**config.mk**
```make
export PLATFORM = sky130hd
export DESIGN_NAME = mmu_dma_responder_flat
export DESIGN_NICKNAME = d
export VERILOG_FILES = /design/src/rtl/mmu_addresses_pkg.sv /design/src/rtl/mmu_dma_responder_if.sv /design/src/rtl/mmu_dma_responder_posted_write_buf.sv /design/src/rtl/mmu_dma_responder.sv /design/src/flat_wrapper.sv
export SDC_FILE = /design/constraint.sdc
export NUM_CORES = 1
export LEC_CHECK = 0
export ABC_AREA = 1
export ABC_CLOCK_PERIOD_IN_PS = 3000
export BUFFER_PORTS_ARGS = -buffer_cell sky130_fd_sc_hd__buf_2
export CORE_UTILIZATION = 35
export CTS_CLUSTER_SIZE = 40
export DETAILED_ROUTE_END_ITERATION = 6
export MAX_ROUTING_LAYER = met4
export PLACE_DENSITY = 0.62
export REMOVE_ABC_BUFFERS = 1
export SLEW_MARGIN = 40
export SYNTH_ARGS = -nofsm -noshare
export SYNTH_HDL_FRONTEND = slang
export SYNTH_SLANG_ARGS = --single-unit
```
**constraint.sdc**
```tcl
create_clock -name clk -period 3 [get_ports clk]
set_clock_uncertainty 0.1 [all_clocks]
set_input_delay 0.3 -clock clk [delete_from_list [all_inputs] [get_ports clk]]
set_output_delay 0.3 -clock clk [all_outputs]
set_load 0.1 [all_outputs]
```
**src/rtl/mmu_addresses_pkg.sv**
```systemverilog
// MMU address map constants and shared types for the DMA responder slice.
package mmu_addresses_pkg;

   localparam logic [15:0] OAM_start   = 16'hFE00;
   localparam logic [15:0] HRAM_start  = 16'hFF80;
   localparam logic [15:0] HRAM_end    = 16'hFFFE;
   localparam int unsigned OAM_DMA_LEN = 160;
   localparam logic [15:0] OAM_end     = OAM_start + 16'(OAM_DMA_LEN - 1);

   typedef enum logic [1:0] {
      IDLE,
      LOCK,
      RELEASE
   } dma_arb_state_t;

   function automatic logic in_range(input logic [15:0] a,
                                     input logic [15:0] lo,
                                     input logic [15:0] hi);
      return (a >= lo) && (a <= hi);
   endfunction

endpackage

```
**src/rtl/mmu_dma_responder_if.sv**
```systemverilog
// DMA request, CPU request and downstream memory port bundle seen by the responder.
interface mmu_dma_responder_if;

   logic        dma_active;
   logic [15:0] dma_addr;
   logic        dma_read_en;
   logic        dma_write_en;
   logic [7:0]  dma_wdata;
   logic [7:0]  dma_rdata;

   logic [15:0] cpu_addr;
   logic        cpu_read_en;
   logic        cpu_write_en;
   logic [7:0]  cpu_wdata;
   logic [7:0]  cpu_rdata;

   logic [15:0] mem_addr;
   logic        mem_read_en;
   logic        mem_write_en;
   logic [7:0]  mem_wdata;
   logic [7:0]  mem_rdata;

   modport slave (
      input  dma_active, dma_addr, dma_read_en, dma_write_en, dma_wdata,
      output dma_rdata,
      input  cpu_addr, cpu_read_en, cpu_write_en, cpu_wdata,
      output cpu_rdata,
      output mem_addr, mem_read_en, mem_write_en, mem_wdata,
      input  mem_rdata
   );

   modport master (
      output dma_active, dma_addr, dma_read_en, dma_write_en, dma_wdata,
      input  dma_rdata,
      output cpu_addr, cpu_read_en, cpu_write_en, cpu_wdata,
      input  cpu_rdata,
      input  mem_addr, mem_read_en, mem_write_en, mem_wdata,
      output mem_rdata
   );

endinterface

```
**src/rtl/mmu_dma_responder_posted_write_buf.sv**
```systemverilog
// One-entry holding register for a CPU HRAM write that collided with a DMA cycle.
module posted_write_buf (
   input  logic        clk,
   input  logic        reset,
   input  logic        push,
   input  logic        pop,
   input  logic [15:0] addr_in,
   input  logic [7:0]  data_in,
   output logic        full,
   output logic [15:0] addr,
   output logic [7:0]  data
);

   always_ff @(posedge clk or posedge reset) begin
      if (reset) begin
         full <= 1'b0;
         addr <= '0;
         data <= '0;
      end else if (push) begin
         full <= 1'b1;
         addr <= addr_in;
         data <= data_in;
      end else if (pop) begin
         full <= 1'b0;
      end
   end

endmodule

```
**src/rtl/mmu_dma_responder.sv**
```systemverilog
// OAM DMA responder: arbitrates the memory port between DMA and CPU, locks the
// CPU out to HRAM during a transfer, posts colliding HRAM writes, tracks OAM progress.
module mmu_dma_responder
   import mmu_addresses_pkg::*;
(
   input  logic                       clk,
   input  logic                       reset,
   mmu_dma_responder_if.slave         bus,
   output logic [7:0]                 oam_count,
   output logic                       dma_done,
   output logic [15:0]                cpu_blocked,
   output logic                       dma_err
);

   dma_arb_state_t state;

   logic        dma_owns, dma_req, cpu_acc, cpu_hram, dma_in_oam;
   logic        oam_hit, oam_full, oam_wr, enter_lock, cpu_reject;
   logic        pw_push, pw_pop, pw_full;
   logic [15:0] pw_addr;
   logic [7:0]  pw_data;

   assign dma_owns   = bus.dma_active || (state != IDLE);
   assign dma_req    = bus.dma_read_en || bus.dma_write_en;
   assign cpu_acc    = bus.cpu_read_en || bus.cpu_write_en;
   assign cpu_hram   = in_range(bus.cpu_addr, HRAM_start, HRAM_end);
   assign dma_in_oam = in_range(bus.dma_addr, OAM_start, OAM_end);
   assign enter_lock = (state == IDLE) && bus.dma_active;

   assign oam_hit  = bus.dma_write_en && dma_in_oam;
   assign oam_full = (oam_count == 8'(OAM_DMA_LEN));
   assign oam_wr   = oam_hit && !oam_full;

   assign cpu_reject = dma_owns && cpu_acc &&
                       (!cpu_hram || (dma_req && (!bus.cpu_write_en || pw_full)));
   assign pw_push    = dma_owns && bus.cpu_write_en && cpu_hram && dma_req && !pw_full;
   assign pw_pop     = pw_full && !dma_req && !cpu_acc;

   posted_write_buf u_pw (
      .clk     (clk),
      .reset   (reset),
      .push    (pw_push),
      .pop     (pw_pop),
      .addr_in (bus.cpu_addr),
      .data_in (bus.cpu_wdata),
      .full    (pw_full),
      .addr    (pw_addr),
      .data    (pw_data)
   );

   // Port priority: DMA request, then CPU (only when allowed through), then flush.
   always_comb begin
      bus.mem_addr     = bus.cpu_addr;
      bus.mem_wdata    = bus.cpu_wdata;
      bus.mem_read_en  = 1'b0;
      bus.mem_write_en = 1'b0;
      bus.cpu_rdata    = 8'hFF;
      bus.dma_rdata    = bus.mem_rdata;
      if (dma_req) begin
         bus.mem_addr     = bus.dma_addr;
         bus.mem_wdata    = bus.dma_wdata;
         bus.mem_read_en  = bus.dma_read_en;
         bus.mem_write_en = bus.dma_write_en;
      end else if (cpu_acc) begin
         if (!dma_owns || cpu_hram) begin
            bus.mem_read_en  = bus.cpu_read_en;
            bus.mem_write_en = bus.cpu_write_en;
         end
      end else if (pw_full) begin
         bus.mem_addr     = pw_addr;
         bus.mem_wdata    = pw_data;
         bus.mem_write_en = 1'b1;
      end
      if (!dma_owns || (cpu_hram && !dma_req))
         bus.cpu_rdata = bus.mem_rdata;
      if (reset) begin
         bus.mem_read_en  = 1'b0;
         bus.mem_write_en = 1'b0;
         bus.cpu_rdata    = '0;
         bus.dma_rdata    = '0;
      end
   end

   always_ff @(posedge clk or posedge reset) begin
      if (reset) begin
         state       <= IDLE;
         oam_count   <= '0;
         dma_done    <= 1'b0;
         cpu_blocked <= '0;
         dma_err     <= 1'b0;
      end else begin
         case (state)
            IDLE:    if (bus.dma_active) state <= LOCK;
            LOCK:    if (!bus.dma_active) state <= RELEASE;
            RELEASE: state <= bus.dma_active ? LOCK : IDLE;
            default: state <= IDLE;
         endcase

         // A write landing in the same cycle the transfer starts is the first byte.
         if (enter_lock)
            oam_count <= oam_hit ? 8'd1 : '0;
         else if (oam_wr)
            oam_count <= oam_count + 8'd1;

         dma_done <= oam_wr && !enter_lock && (oam_count == 8'(OAM_DMA_LEN - 1));

         if (cpu_reject && (cpu_blocked != '1))
            cpu_blocked <= cpu_blocked + 16'd1;

         if ((dma_req && !dma_owns) ||
             (bus.dma_read_en && bus.dma_write_en) ||
             (bus.dma_write_en && (!dma_in_oam || (oam_full && !enter_lock))))
            dma_err <= 1'b1;
      end
   end

endmodule

```
**src/flat_wrapper.sv**
```systemverilog
// flat-port wrapper written by rule: the top's interface ports become plain ports
module mmu_dma_responder_flat import mmu_addresses_pkg::*;
  (clk, reset, oam_count, dma_done, cpu_blocked, dma_err, bus_dma_active, bus_dma_addr, bus_dma_read_en, bus_dma_write_en, bus_dma_wdata, bus_dma_rdata, bus_cpu_addr, bus_cpu_read_en, bus_cpu_write_en, bus_cpu_wdata, bus_cpu_rdata, bus_mem_addr, bus_mem_read_en, bus_mem_write_en, bus_mem_wdata, bus_mem_rdata);
  mmu_dma_responder_if bus_i ();
  input  logic clk;
  input  logic reset;
  output logic [7:0] oam_count;
  output logic dma_done;
  output logic [15:0] cpu_blocked;
  output logic dma_err;
  input wire logic [$bits(bus_i.dma_active)-1:0] bus_dma_active;
  input wire logic [$bits(bus_i.dma_addr)-1:0] bus_dma_addr;
  input wire logic [$bits(bus_i.dma_read_en)-1:0] bus_dma_read_en;
  input wire logic [$bits(bus_i.dma_write_en)-1:0] bus_dma_write_en;
  input wire logic [$bits(bus_i.dma_wdata)-1:0] bus_dma_wdata;
  output wire logic [$bits(bus_i.dma_rdata)-1:0] bus_dma_rdata;
  input wire logic [$bits(bus_i.cpu_addr)-1:0] bus_cpu_addr;
  input wire logic [$bits(bus_i.cpu_read_en)-1:0] bus_cpu_read_en;
  input wire logic [$bits(bus_i.cpu_write_en)-1:0] bus_cpu_write_en;
  input wire logic [$bits(bus_i.cpu_wdata)-1:0] bus_cpu_wdata;
  output wire logic [$bits(bus_i.cpu_rdata)-1:0] bus_cpu_rdata;
  output wire logic [$bits(bus_i.mem_addr)-1:0] bus_mem_addr;
  output wire logic [$bits(bus_i.mem_read_en)-1:0] bus_mem_read_en;
  output wire logic [$bits(bus_i.mem_write_en)-1:0] bus_mem_write_en;
  output wire logic [$bits(bus_i.mem_wdata)-1:0] bus_mem_wdata;
  input wire logic [$bits(bus_i.mem_rdata)-1:0] bus_mem_rdata;
  assign bus_i.dma_active = bus_dma_active;
  assign bus_i.dma_addr = bus_dma_addr;
  assign bus_i.dma_read_en = bus_dma_read_en;
  assign bus_i.dma_write_en = bus_dma_write_en;
  assign bus_i.dma_wdata = bus_dma_wdata;
  assign bus_dma_rdata = bus_i.dma_rdata;
  assign bus_i.cpu_addr = bus_cpu_addr;
  assign bus_i.cpu_read_en = bus_cpu_read_en;
  assign bus_i.cpu_write_en = bus_cpu_write_en;
  assign bus_i.cpu_wdata = bus_cpu_wdata;
  assign bus_cpu_rdata = bus_i.cpu_rdata;
  assign bus_mem_addr = bus_i.mem_addr;
  assign bus_mem_read_en = bus_i.mem_read_en;
  assign bus_mem_write_en = bus_i.mem_write_en;
  assign bus_mem_wdata = bus_i.mem_wdata;
  assign bus_i.mem_rdata = bus_mem_rdata;
  mmu_dma_responder u_core (.clk(clk), .reset(reset), .bus(bus_i), .oam_count(oam_count), .dma_done(dma_done), .cpu_blocked(cpu_blocked), .dma_err(dma_err));
endmodule
```
Word-level counts from Yosys, hierarchy flattened
Index checks and enable logic that the tools add are counted.
W data, S select, Z words.
- memories: 0
- bits in writable memories: 0
- output and inout port bits: 68
- register bits after elaboration: 53
- bits in read-only memories: 0
- latch bits: 0
- input bits: 63
- div/mod/pow operators: 0
- multiplexer cells: 27
- reductions and logical operators: 46
- shift operators: 0
- eq/ne operators: 7
- order comparisons: 4
- multiply operators: 0
- add/sub/neg operators: 2
- bitwise operators: 0
- operators by type and width (kind ; count):
    $mux W8 ; 8
    $mux W16 ; 3
    $ge A16 B16 Y1 const B ; 2
    $le A16 B16 Y1 const B ; 2
    $logic_and A1 B1 Y1 ; 22
    $add A16 B1 Y16 const B ; 1
    $eq A8 B8 Y1 const B ; 2
    $ne A16 B16 Y1 const B ; 1
    $mux W1 ; 13
    $logic_or A1 B1 Y1 ; 10
    $logic_not A1 Y1 ; 9
    $add A8 B1 Y8 const B ; 1
    $pmux W2 S3 ; 1
    $reduce_bool A2 Y1 ; 3
    $mux W2 ; 2
    $ne A2 B2 Y1 const B ; 2
    $eq A2 B1 Y1 const B ; 1
    $eq A2 B2 Y1 const B ; 1
    $logic_not A2 Y1 ; 1
    $reduce_and A2 Y1 ; 1

Longest topological paths before layout
- depth after elaboration: 8
- gate-level depth with buffers: 12

Modules after synthesis
A second synthesis with hierarchy kept.
- cells, all modules: 521
- area total of the unflattened synthesis: 3523.4 um^2
- by module, submodules not included (module ; cells each ; area an instance (um^2) ; instances):
    mmu_dma_responder ; 414 ; 2513.7 ; 1
    posted_write_buf ; 107 ; 1009.7 ; 1

Worst setup path before layout
OpenSTA, ideal clock, no wires.
- kind: input port to output port
- start point: input port reset
- end point: output port bus_cpu_rdata[0]
- arrival time: 3.027 ns
- setup slack: -0.427 ns
- stages: 4
- path buffers: 1
- data required time: 2.600 ns
- path through: clkbuf_1 > inv_1 > nand2_1 > o21ai_0
- longest elaborated chain between the ends: 1
- ends and longest elaborated chain (item ; RTL line ; source):
    from (decl) ; flat_wrapper.sv:6 ; input logic reset;
    $mux W8 ; mmu_dma_responder.sv:76 ; if (reset) begin
    to (decl) ; flat_wrapper.sv:21 ; output wire logic [$bits(bus_i.cpu_rdata)-1:0] bus_cpu_rdata;
No other way between the ends.

Worst setup path after layout
- start point: register u_core.u_pw.full
- end point: output port bus_mem_addr[10]
- longest elaborated chain between the ends: 3
- ends and longest elaborated chain (item ; RTL line ; source):
    from (decl) ; mmu_dma_responder_posted_write_buf.sv:9 ; output logic full,
    from (signal assigned) ; mmu_dma_responder_posted_write_buf.sv:16 ; full <= 1'b0;
    from (signal assigned) ; mmu_dma_responder_posted_write_buf.sv:20 ; full <= 1'b1;
    from (signal assigned) ; mmu_dma_responder_posted_write_buf.sv:24 ; full <= 1'b0;
    $mux W16 ; mmu_dma_responder.sv:69 ; end else if (pw_full) begin
    $mux W16 ; mmu_dma_responder.sv:64 ; end else if (cpu_acc) begin
    $mux W16 ; mmu_dma_responder.sv:59 ; if (dma_req) begin
    to (decl) ; flat_wrapper.sv:22 ; output wire logic [$bits(bus_i.mem_addr)-1:0] bus_mem_addr;
No other way between the ends.

==> results.py <==
metrics = {
    "setup_path": {
        "r2r_setup_slack_ns": 1.26,
        "cp-endpoint": "bus_mem_addr[10]",
        "reg2reg_to": "u_core.cpu_blocked[3]",
        "regToRegStartpoint": "u_core.cpu_blocked[0]",
        "required_ns": 2.60,
        "cp_max_fo": 48,
        "cp.arrival_ns": 1.98,
        "critical_path_class": "flop to primary output",
        "critPathLaunchType": "flop",
        "crit_path_start": "u_core.u_pw.full",
        "end_kind": "primary output",
        "reg2reg_depth": 7,
    },
    "place": {
        "dpl_worst_slack_ns": 0.860,
        "gp_congestion": 0.865,
        "dp_hpwl_um": 6140,
        "portBuffers": 130,
        "dpl_cell_area_um2": 4080,
    },
    "detailed_routing": {
        "drcViolationCount": 0,
        "firstDrtPassIters": 4,
        "first_iter_violations": 104,
        "drt-total-wl_um": 8240,
        "viasPerCell": 4.77,
        "wl_per_cell_um": 11.6,
        "num_vias": 3379,
        "ant_nets": 0,
    },
    "global_route": {
        "antenna_found_initial": 0,
        "grt_pass1_vias": 3143,
        "grt_pass1_wl_um": 13900,
        "grt_max_degree": 54,
        "grt_overflow": 0,
        "grt.total_usage": 0.179,
    },
    "final_layout": {
        "nNetsFinal": 664,
        "diodes": 0,
        "stdcell_area_um2": 4190,
        "syn2layout_area_growth_pct": 26.3,
        "drive_above_1_share": 0.258,
        "final_common_cell": "nand2_1",
        "most-common-layout-cells": "137 x nand2_1, 127 x buf_2, 61 x inv_1, 53 x dfrtp_1, 45 x o21ai_0",
    },
    "floorplan": {
        "dieWidth_um": 99.3,
        "row_count": 35,
        "io_pins": 131,
        "core-area_um2": 9200,
        "die-area_um2": 9860,
        "start_util": 0.360,
        "fp.dieH_um": 99.3,
    },
    "sta": {
        "final_max_slew_viol_count": 0,
        "worst_slew_pin_slew_ns": 0.696,
        "period_share": 0.792,
        "setup-violations-final": 0,
        "hold_viol_final": 0,
        "relSlewSlack": 0.536,
        "rsz0062_at_grt": "no",
        "setup_ws_ns": 0.625,
        "layout_min_cycle_time_ns": 2.38,
        "fmax_ghz": 0.421,
    },
    "clock_network": {
        "cts_max_level": 2,
        "clk_latency_ns": 0.30,
        "cts_buffer_depth": 2,
        "cts_hold_buf": 0,
        "cts_tree": "yes",
        "cts_sinks": 53,
        "cts_root_buf": "clkbuf_8",
        "cts_buffers": 5,
        "ctsResizeCount": 0,
        "post_cts_buffers": 0,
        "path_clk_slew_ns": 0.09,
    },
    "synth": {
        "ys_ff_latch": 53,
        "syn_inst": 476,
        "ys_warn_count": 0,
        "synth-seq-area-share": 0.400,
        "synth_area_per_cell_um2": 6.96,
        "synth_area_um2": 3310,
        "synth_cell_types": 31,
    },
    "power_and_ir_drop": {
        "p_per_area_nw_per_um2": 578,
        "vdd_drop_max_mv": 0.413,
        "p_leak_nw": 2.34,
    },
    "outcome": {
        "status": "completed",
    },
    "worst_hold_path": {
        "hold_path.class": "input pin to flop",
    },
    "flow_run": {
        "cap_violations": 0,
    },
}
-- synth_stat cells --
master,instances,area share
nand2_2,2,0.0038
o21a_1,4,0.0091
clkbuf_1,11,0.012
inv_4,1,0.0019
buf_2,5,0.0075
nand2_1,137,0.16
buf_6,2,0.0068
o211ai_1,1,0.0023
o21ai_2,4,0.011
a41oi_2,1,0.0049
o21ai_0,45,0.068
inv_1,62,0.070
xnor2_1,4,0.011
o22ai_1,1,0.0019
nor2_4,1,0.0034
nand3_1,36,0.054
or2_2,1,0.0019
o21ai_1,6,0.0091
xor2_1,16,0.042
nor2_1,37,0.042
or2_4,1,0.0026
nor3b_1,1,0.0023
a211oi_1,2,0.0045
a21oi_1,28,0.042
buf_4,1,0.0023
nand4_1,1,0.0019
nor3_1,7,0.011
dfrtp_1,53,0.40
nor2_2,1,0.0019
nand3b_1,1,0.0023
ha_1,3,0.011
-- critical path: stages (launching register included) --
cell and delay, ns:
dfrtp_1 0.42, nand2_1 0.10, buf_4 0.38, a21oi_1 0.11
o21ai_0 0.10, o21a_1 0.14, buf_2 0.41
-- area by class of cell --
cell class	count	area, µm²
fill	979	5010
multi-input combinational	341	1650
sequential	53	1330
timing repair buffer	134	726
inverter	63	239
tap	111	139
clock buffer	5	68.8
clock inverter	2	35.0
-- through the flow --
stage | hold slack [ns] | utilization | setup TNS, ns | total power, mW | instances
2_1_floorplan | 0.320 | - | -2.43 | 1.74 | 457
3_3_place_gp | 0.334 | 0.444 | 0 | 1.96 | 702
3_5_place_dp | 0.337 | 0.444 | 0 | 1.97 | 702
4_1_cts | 0.139 | 0.455 | 0 | 2.45 | 709
5_1_grt | 0.144 | 0.455 | 0 | 2.54 | 709
6_report | 0.155 | 0.455 | 0 | 2.42 | 709
-- sequential cells by signal (all words and copies together) (netlist names) --
name / flops
u_core.u_pw.addr: 16
u_core.oam_count: 8
u_core.dma_done: 1
u_core.dma_err: 1
u_core.u_pw.data: 8
u_core.cpu_blocked: 16
u_core.u_pw.full: 1
u_core.state: 2
-- how the worst min path moves through the flow --
stage,slack (ns),cells past startpoint,start,endpoint
final,0.16,3,bus_cpu_wdata[0],u_core.u_pw.data[0]
after global routing,0.14,3,bus_cpu_wdata[0],u_core.u_pw.data[0]
after CTS,0.14,3,bus_cpu_wdata[0],u_core.u_pw.data[0]
after detailed placement,0.34,2,u_core.u_pw.addr[13],u_core.u_pw.addr[13]
after global placement,0.33,1,u_core.state[1],u_core.state[1]
after floorplan,0.32,2,u_core.u_pw.addr[10],u_core.u_pw.addr[10]
-- per-layer routing --
metal / vias to the layer above / GRT usage / wire length [µm]
met5: - / - / 0
li1: 1759 / - / -
met1: 1542 / 0.219 / 3720
met4: 0 / 0.0475 / 89
met2: 71 / 0.307 / 4150
met3: 7 / 0.0267 / 277
-- power breakdown --
group	switching, mW	total, mW	internal (mW)	leakage [nW]
clock	0.227	0.470	0.243	0.0540
combinational	0.907	1.10	0.197	1.61
sequential	0.0765	0.845	0.769	0.673
total	1.21	2.42	1.21	2.34
-- cells by family (layout without fill, tap and decap cells) --
group / after synthesis / count (layout) / synth area share
flip-flops: 53 / 53 / 0.400
buffers and inverters: 82 / 204 / 0.101
AND/OR/NAND/NOR: 226 / 226 / 0.282
AO/OA/AOI/OAI: 92 / 92 / 0.153
adder cells (fa/ha/maj): 3 / 3 / 0.0113
XOR/XNOR: 20 / 20 / 0.0528
Note: power is estimated with default switching activity, not from simulation.
